==> src/rtl/bus_pkg.sv <==
// Shared bus definitions: source index map and the bus word type.
package bus_pkg;
  localparam int NUM_BUS_SRC = 26;
  localparam int BUS_W       = 32;

  localparam int SRC_RA     = 0;
  localparam int SRC_R0     = 1;   // R0..R15 occupy 1..16
  localparam int SRC_R15    = 16;
  localparam int SRC_HI     = 17;
  localparam int SRC_LO     = 18;
  localparam int SRC_ZHI    = 19;
  localparam int SRC_ZLO    = 20;
  localparam int SRC_PC     = 21;
  localparam int SRC_MDR    = 22;
  localparam int SRC_MAR    = 23;
  localparam int SRC_C      = 24;
  localparam int SRC_INPORT = 25;

  typedef logic [BUS_W-1:0] bus_word_t;
endpackage

==> src/rtl/prio_enc_hi.sv <==
// Highest-set-bit priority encoder with any/multi flags.
module prio_enc_hi #(
  parameter int N  = 4,
  parameter int IW = (N > 1) ? $clog2(N) : 1
) (
  input  logic [N-1:0]  i_vec,
  output logic [IW-1:0] o_idx,
  output logic          o_any,
  output logic          o_multi
);
  always_comb begin
    o_idx = '0;
    for (int i = 0; i < N; i++)
      if (i_vec[i]) o_idx = IW'(i);
  end

  assign o_any = |i_vec;
  // Clearing the lowest set bit leaves something only when two or more are set.
  assign o_multi = |(i_vec & (i_vec - N'(1)));
endmodule

==> src/rtl/bus_mux_reg.sv <==
// Registered shared-bus multiplexer: last-wins priority, idle policy,
// contention pulse plus sticky flag and saturating event counter.
module bus_mux_reg
  import bus_pkg::*;
#(
  parameter int WIDTH        = BUS_W,
  parameter int NUM_SRC      = NUM_BUS_SRC,
  parameter int HOLD_ON_IDLE = 1,
  parameter int CNT_W        = 8,
  parameter int SEL_W        = $clog2(NUM_SRC)
) (
  input  logic                     clock,
  input  logic                     clear,
  input  logic [NUM_SRC*WIDTH-1:0] src_data,
  input  logic [NUM_SRC-1:0]       src_out_en,
  input  logic                     err_clr,
  output logic [WIDTH-1:0]         bus_out,
  output logic                     bus_valid,
  output logic [SEL_W-1:0]         sel_idx,
  output logic                     contention,
  output logic                     contention_sticky,
  output logic [CNT_W-1:0]         contention_count
);
  logic [SEL_W-1:0] w_idx;
  logic             w_any;
  logic             w_multi;
  logic [WIDTH-1:0] w_word;

  prio_enc_hi #(.N(NUM_SRC), .IW(SEL_W)) u_prio (
    .i_vec   (src_out_en),
    .o_idx   (w_idx),
    .o_any   (w_any),
    .o_multi (w_multi)
  );

  assign w_word = src_data[w_idx*WIDTH +: WIDTH];

  logic [WIDTH-1:0] r_bus;
  logic             r_valid;
  logic [SEL_W-1:0] r_sel;
  logic             r_cont;
  logic             r_sticky;
  logic [CNT_W-1:0] r_cnt;

  always_ff @(posedge clock or negedge clear) begin
    if (!clear) begin
      r_bus    <= '0;
      r_valid  <= 1'b0;
      r_sel    <= '0;
      r_cont   <= 1'b0;
      r_sticky <= 1'b0;
      r_cnt    <= '0;
    end else begin
      r_cont  <= w_multi;
      r_valid <= w_any;
      if (w_any) begin
        r_bus <= w_word;
        r_sel <= w_idx;
      end else if (HOLD_ON_IDLE == 0) begin
        r_bus <= '0;
      end
      // A contention event outranks a same-cycle err_clr: it restarts the count at 1.
      if (w_multi) begin
        r_sticky <= 1'b1;
        if (err_clr)          r_cnt <= CNT_W'(1);
        else if (r_cnt != '1) r_cnt <= r_cnt + CNT_W'(1);
      end else if (err_clr) begin
        r_sticky <= 1'b0;
        r_cnt    <= '0;
      end
    end
  end

  assign bus_out           = r_bus;
  assign bus_valid         = r_valid;
  assign sel_idx           = r_sel;
  assign contention        = r_cont;
  assign contention_sticky = r_sticky;
  assign contention_count  = r_cnt;
endmodule

==> config.mk <==
export PLATFORM = sky130hd
export DESIGN_NAME = bus_mux_reg
export DESIGN_NICKNAME = d
export VERILOG_FILES = /design/src/rtl/bus_pkg.sv /design/src/rtl/prio_enc_hi.sv /design/src/rtl/bus_mux_reg.sv
export SDC_FILE = /design/constraint.sdc
export NUM_CORES = 1
export LEC_CHECK = 0
export ABC_AREA = 1
export CORE_AREA = 2 2 358 360
export CTS_BUF_LIST = sky130_fd_sc_hd__clkbuf_8
export DETAILED_ROUTE_END_ITERATION = 8
export DIE_AREA = 0 0 360 362
export SETUP_SLACK_MARGIN = 0.1
export SYNTH_ARGS = -nofsm -noshare
export SYNTH_HDL_FRONTEND = slang
export SYNTH_SLANG_ARGS = --single-unit
==> constraint.sdc <==
create_clock -name clock -period 1.45 [get_ports clock]
set_input_delay 0.435 -clock clock [delete_from_list [all_inputs] [get_ports clock]]
set_output_delay 0.435 -clock clock [all_outputs]
set_load 0.02 [all_outputs]
Yosys cells after proc, flatten, opt, wreduce, memory -nomap -nowiden
Index checks and enable logic that the tools add are counted.

Add/sub/neg operators: 2. Equality and inequality tests: 1. Shift-type cells: 1. Mux-type cells: 31. Bitwise logic cells: 1. Reductions and logical operators: 5.

Operator list (number): indexed part select 832 x 11 -> 32 bit (1); OR reduction 26 bit (2); two-way mux 5 bit (10); two-way mux 4 bit (8); two-way mux 8 bit (4); AND 26 bit (1); subtractor 26 x 1 -> 26 bit (second input constant) (1); two-way mux 3 bit (4); adder 8 x 1 -> 8 bit (second input constant) (1); inequality test 8 bit (second input constant) (1); two-way mux 2 bit (2); nonzero test 2 bit (2); two-way mux 1 bit (3); AND reduction 2 bit (1).

Bits in registers: 48. Bits of input ports: 861. Output and inout bits: 48. Logic and storage cells: 47.

Depth between registers and ports, before layout
Depth after elaboration: 26. Gate-level depth with buffers: 33. Depth with buffers taken out: 31.

Cells and area by module
Synthesis repeated with hierarchy kept, for this count alone.

Cells, all modules: 2934. Area, all modules: 13048.8 um2.

By module, submodules not included: bus_mux_reg (times used 1, cells an instance 2795, area each 12364.4 um2); prio_enc_hi (times used 1, cells an instance 139, area each 684.4 um2).

Least setup slack after synthesis
No wires, ideal clock.

Kind: input-to-reg. From: input src_out_en[4]. To: register r_bus[23], in the netlist bus_out[23]. Library setup time: 0.125 ns. Arrival time: 2.295 ns. Data required time: 1.325 ns. Path slack: -0.970 ns. Cell stages on the path: 21. Buffers on the path: 3. Cells stage by stage: nor2_2 o21ai_1 nand2_1 nand2_1 nand2_1 nand2_1 nand2_1 nand2_1 nand2_1 nand2_1 a21oi_2 inv_2 buf_2 clkbuf_1 buf_2 nand3_1 nand3_1 nand2_1 nand2_1 nand3_1 nand3_1.

Cells in the longest elaborated chain, start to end: 23. Elaborated cells between the ends (all ways): 24.

Ends and longest elaborated chain: from (decl) (RTL line bus_mux_reg.sv:15) `input logic [NUM_SRC-1:0] src_out_en,`; two-way mux 3 bit (4 in series) (RTL line prio_enc_hi.sv:14) `if (i_vec[i]) o_idx = IW'(i);`; two-way mux 4 bit (8 in series) (RTL line prio_enc_hi.sv:14); two-way mux 5 bit (10 in series) (RTL line prio_enc_hi.sv:14); indexed part select 832 x 11 -> 32 bit (RTL line bus_mux_reg.sv:36) `assign w_word = src_data[w_idx*WIDTH +: WIDTH];`; to (signal assigned) (RTL line bus_mux_reg.sv:57) `r_bus <= w_word;`; to (decl) (RTL line bus_mux_reg.sv:38) `logic [WIDTH-1:0] r_bus;`.

Several ways; a longest one is shown, not always the timed one. A chain may end at the register's enable or synchronous reset.

Final worst setup path
From: input src_out_en[2]. To: register r_bus[21], in the netlist bus_out[21].

Cells in the longest elaborated chain, start to end: 25. Elaborated cells between the ends (all ways): 26.

Ends and longest elaborated chain (RTL line): two-way mux 2 bit (2 in series) (prio_enc_hi.sv:14); two-way mux 3 bit (4 in series) (prio_enc_hi.sv:14); two-way mux 4 bit (8 in series) (prio_enc_hi.sv:14); two-way mux 5 bit (10 in series) (prio_enc_hi.sv:14); indexed part select 832 x 11 -> 32 bit (bus_mux_reg.sv:36).

Several ways; a longest one is shown, not always the timed one.

==> results.txt <==
most common cell after layout, fill and taps aside - clkdlybuf4s50_1
Setup crit end kind - flop
Die ar. - 130000 um^2
Worst Slack Setup Final - -1500 ps
critical path's largest stage delay - 160 ps
DRC - 0
die width - 360 um
compound-cell area share of the yosys netlist - 0.0733
share of cells above drive strength 1 - 0.297
simple-gate share of the synthesized area - 0.625
largest family of logic cells by synthesized area - simple AND/OR/NAND/NOR gates
critical path's top delay family - simple AND/OR/NAND/NOR gates
final number of max-transition violations - 0
Clock Tree Root - clkbuf_8
max-cap check violation count - 0
syn_nets - 3491
first-pass GRT wire length - 190000 um
Port Buffer Count - 908
WL/cell - 26.2 um
Vias - 23.0k
most frequent cells in the layout - clkdlybuf4s50_1, nand2_1, inv_1, nand3_1, buf_4
Post-synth ARST share - 1.00
DP Area - 27000 um^2
Multi-input gate area - 11900 um^2
Final Hold Vio Count - 0
Layout Cells excl Fill - 5539
post-synthesis sequential area ratio - 0.0917
Clk pin slew, worst setup/hold paths - 120 ps
cell area after synthesis - 13100 um^2
startpoint types - primary input
DP Wirelength - 117000 um
buffers from clock root to sink, at most - 2
relative slew slack - 0.660
Placed Cells - 5339
RSZ-0062 raised after global routing - yes
I/O pin total - 909
crit path buf inv count - 6
DR iter-0 viols - 1525
multiplexer area fraction after synthesis - 0
GP Congestion - 0.942
row count - 131
Avg Cell Area, Syn - 4.98 um^2
Post-Route WL - 145000 um
via count of the first global-routing pass - 23.3k
Power Total - 14.6 mW
Num CTS Buffers - 5
WS Path Type - primary input to flop
Final Cycle Share - 2.04
Power per Cell Area - 443 nW/um^2
number of flops mapped to enable cells by yosys - 0
Design Area, Final - 32900 um^2
CP required - 1770 ps
fmax - 339 MHz
min Tclk post-route - 2950 ps
Die Y - 362 um
Worst-Skew Late Latency - 370 ps
vias per cell - 4.15
outcome - complete, but fails checks
clk_skew - 16.3 ps
Core Area - 127000 um^2
Crit path top cell by count - nand2_1
clock tree from TritonCTS - built
H-Tree Depth - 2
WP data arrival - 3270 ps
pin slew with the least headroom to its limit - 509 ps
Layout area overhead - 151%
FF+latch area - 1210 um^2
synthesized-area fraction occupied by adder cells - 0.000955
Starting Density - 0.103
synth warn - 0
Sinks on Clock Net - 48
Final #Nets - 4724
flops & latches, synth - 48
HP Class - primary input to async pin
Yosys cell types - 38
XOR/XNOR share of the synthesized area - 0
gr usage total - 0.213
total iterations of the first detailed-routing run - 7
largest net degree at the start of global routing - 67
Post-DRT Antenna Nets - 0
Synth Flop Type - dfrtp_1
Post-Syn Instances - 2629
endpoints failing setup - 54
pre-CTS setup slack - -2840 ps
failing checks - negative setup slack
total grt overflow - 0
initial antenna violation count - 41
Leak - 15.1 nW
Filler cells - 14.0k
IR drop worst, VDD - 0.343 mV
Critical Path Fanout Max - 13
Crit-path slowest cell - buf_4
[final cells by class]
cell class	count	share of cell area
timing repair buffer	1420	0.479
tap	1662	0.0633
sequential	48	0.0368
clock inverter	1	0.000914
antenna	16	0.00122
clock buffer	5	0.00209
inverter	477	0.0555
multi-input combinational	1910	0.361
[what timing repair did]
action                     4_1_cts  5_1_grt
resized for setup              801      272
setup endpoints to repair       96       96
pin swaps                      182      178
buffers inserted               120       26
hold buffers                     0        0
gates cloned                    37        8
[cell families after synthesis]
logic type               count (synthesis)
AO/OA/AOI/OAI                          166
adder cells (fa/ha/maj)                  1
buffers and inverters                  671
flip-flops                              48
AND/OR/NAND/NOR                       1743
[flip-flops by register name, summed over array words and instances (netlist names)]
| signal | count |
|---|---|
| bus_out | 32 |
| bus_valid | 1 |
| contention | 1 |
| contention_count | 8 |
| contention_sticky | 1 |
| sel_idx | 5 |
[final timing paths]
check | slack (ps) | endpoint | cells past startpoint | startpoint
setup / recovery | -1500 | bus_out[21] | 34 | src_out_en[2]
hold / removal | 30 | bus_valid | 2 | clear
setup reg to reg | -390 | contention_count[7] | 11 | contention_count[1]
hold reg to reg | 560 | contention_sticky | 1 | contention_sticky
max in group asynchronous | 1040 | bus_out[12] | 2 | clear
min in group clock | 560 | contention_sticky | 1 | contention_sticky
[cell usage after synthesis (2+ instances only)]
cell,n,area [um^2]
a22oi_1,2,15.0
clkinv_1,2,7.51
o21ai_1,24,120
nand2_1,766,2880
buf_2,78,390
clkbuf_1,82,308
nor2_2,5,31.3
nand3b_1,208,1560
nand3_1,611,3060
dfrtp_1,48,1200
buf_4,12,90.1
a221oi_1,2,17.5
nor2_4,3,33.8
nor3_1,7,35.0
a21oi_1,20,100
o21bai_1,33,248
a21oi_2,2,17.5
o22ai_1,2,12.5
nand2_2,2,12.5
nor2_1,120,450
inv_2,6,22.5
nand4_1,10,62.6
a2111oi_0,2,17.5
o21ai_0,74,370
buf_6,10,113
or2_0,6,37.5
inv_1,469,1760
or2_1,2,12.5
buf_1,12,45.0
[stage by stage]
stage               TNS [ps]  hold WS, ps  utilization
detailed placement   -109340          460        0.213
finish                -56890         31.9        0.259
global placement     -114080          453        0.213
global route          -65530         15.1        0.259
CTS                   -57710         28.4        0.249
floorplan             -36970          139            -
[power by group]
part	total, mW	internal (mW)	switching (mW)
registers	1.65	1.48	0.174
clock network	1.23	0.501	0.726
logic	11.7	5.97	5.71
[routing by layer]
metal | vias to the layer above | global-route usage | wire length (um) | share of wire
li1 | 10800 | - | - | -
met1 | 11100 | 0.254 | 59600 | 0.41
met2 | 919 | 0.383 | 72200 | 0.50
met3 | 181 | 0.0435 | 8680 | 0.060
met4 | 40 | 0.0578 | 4580 | 0.031
met5 | - | 0 | 260 | 0.0018
(Power assumes the default switching activity.)
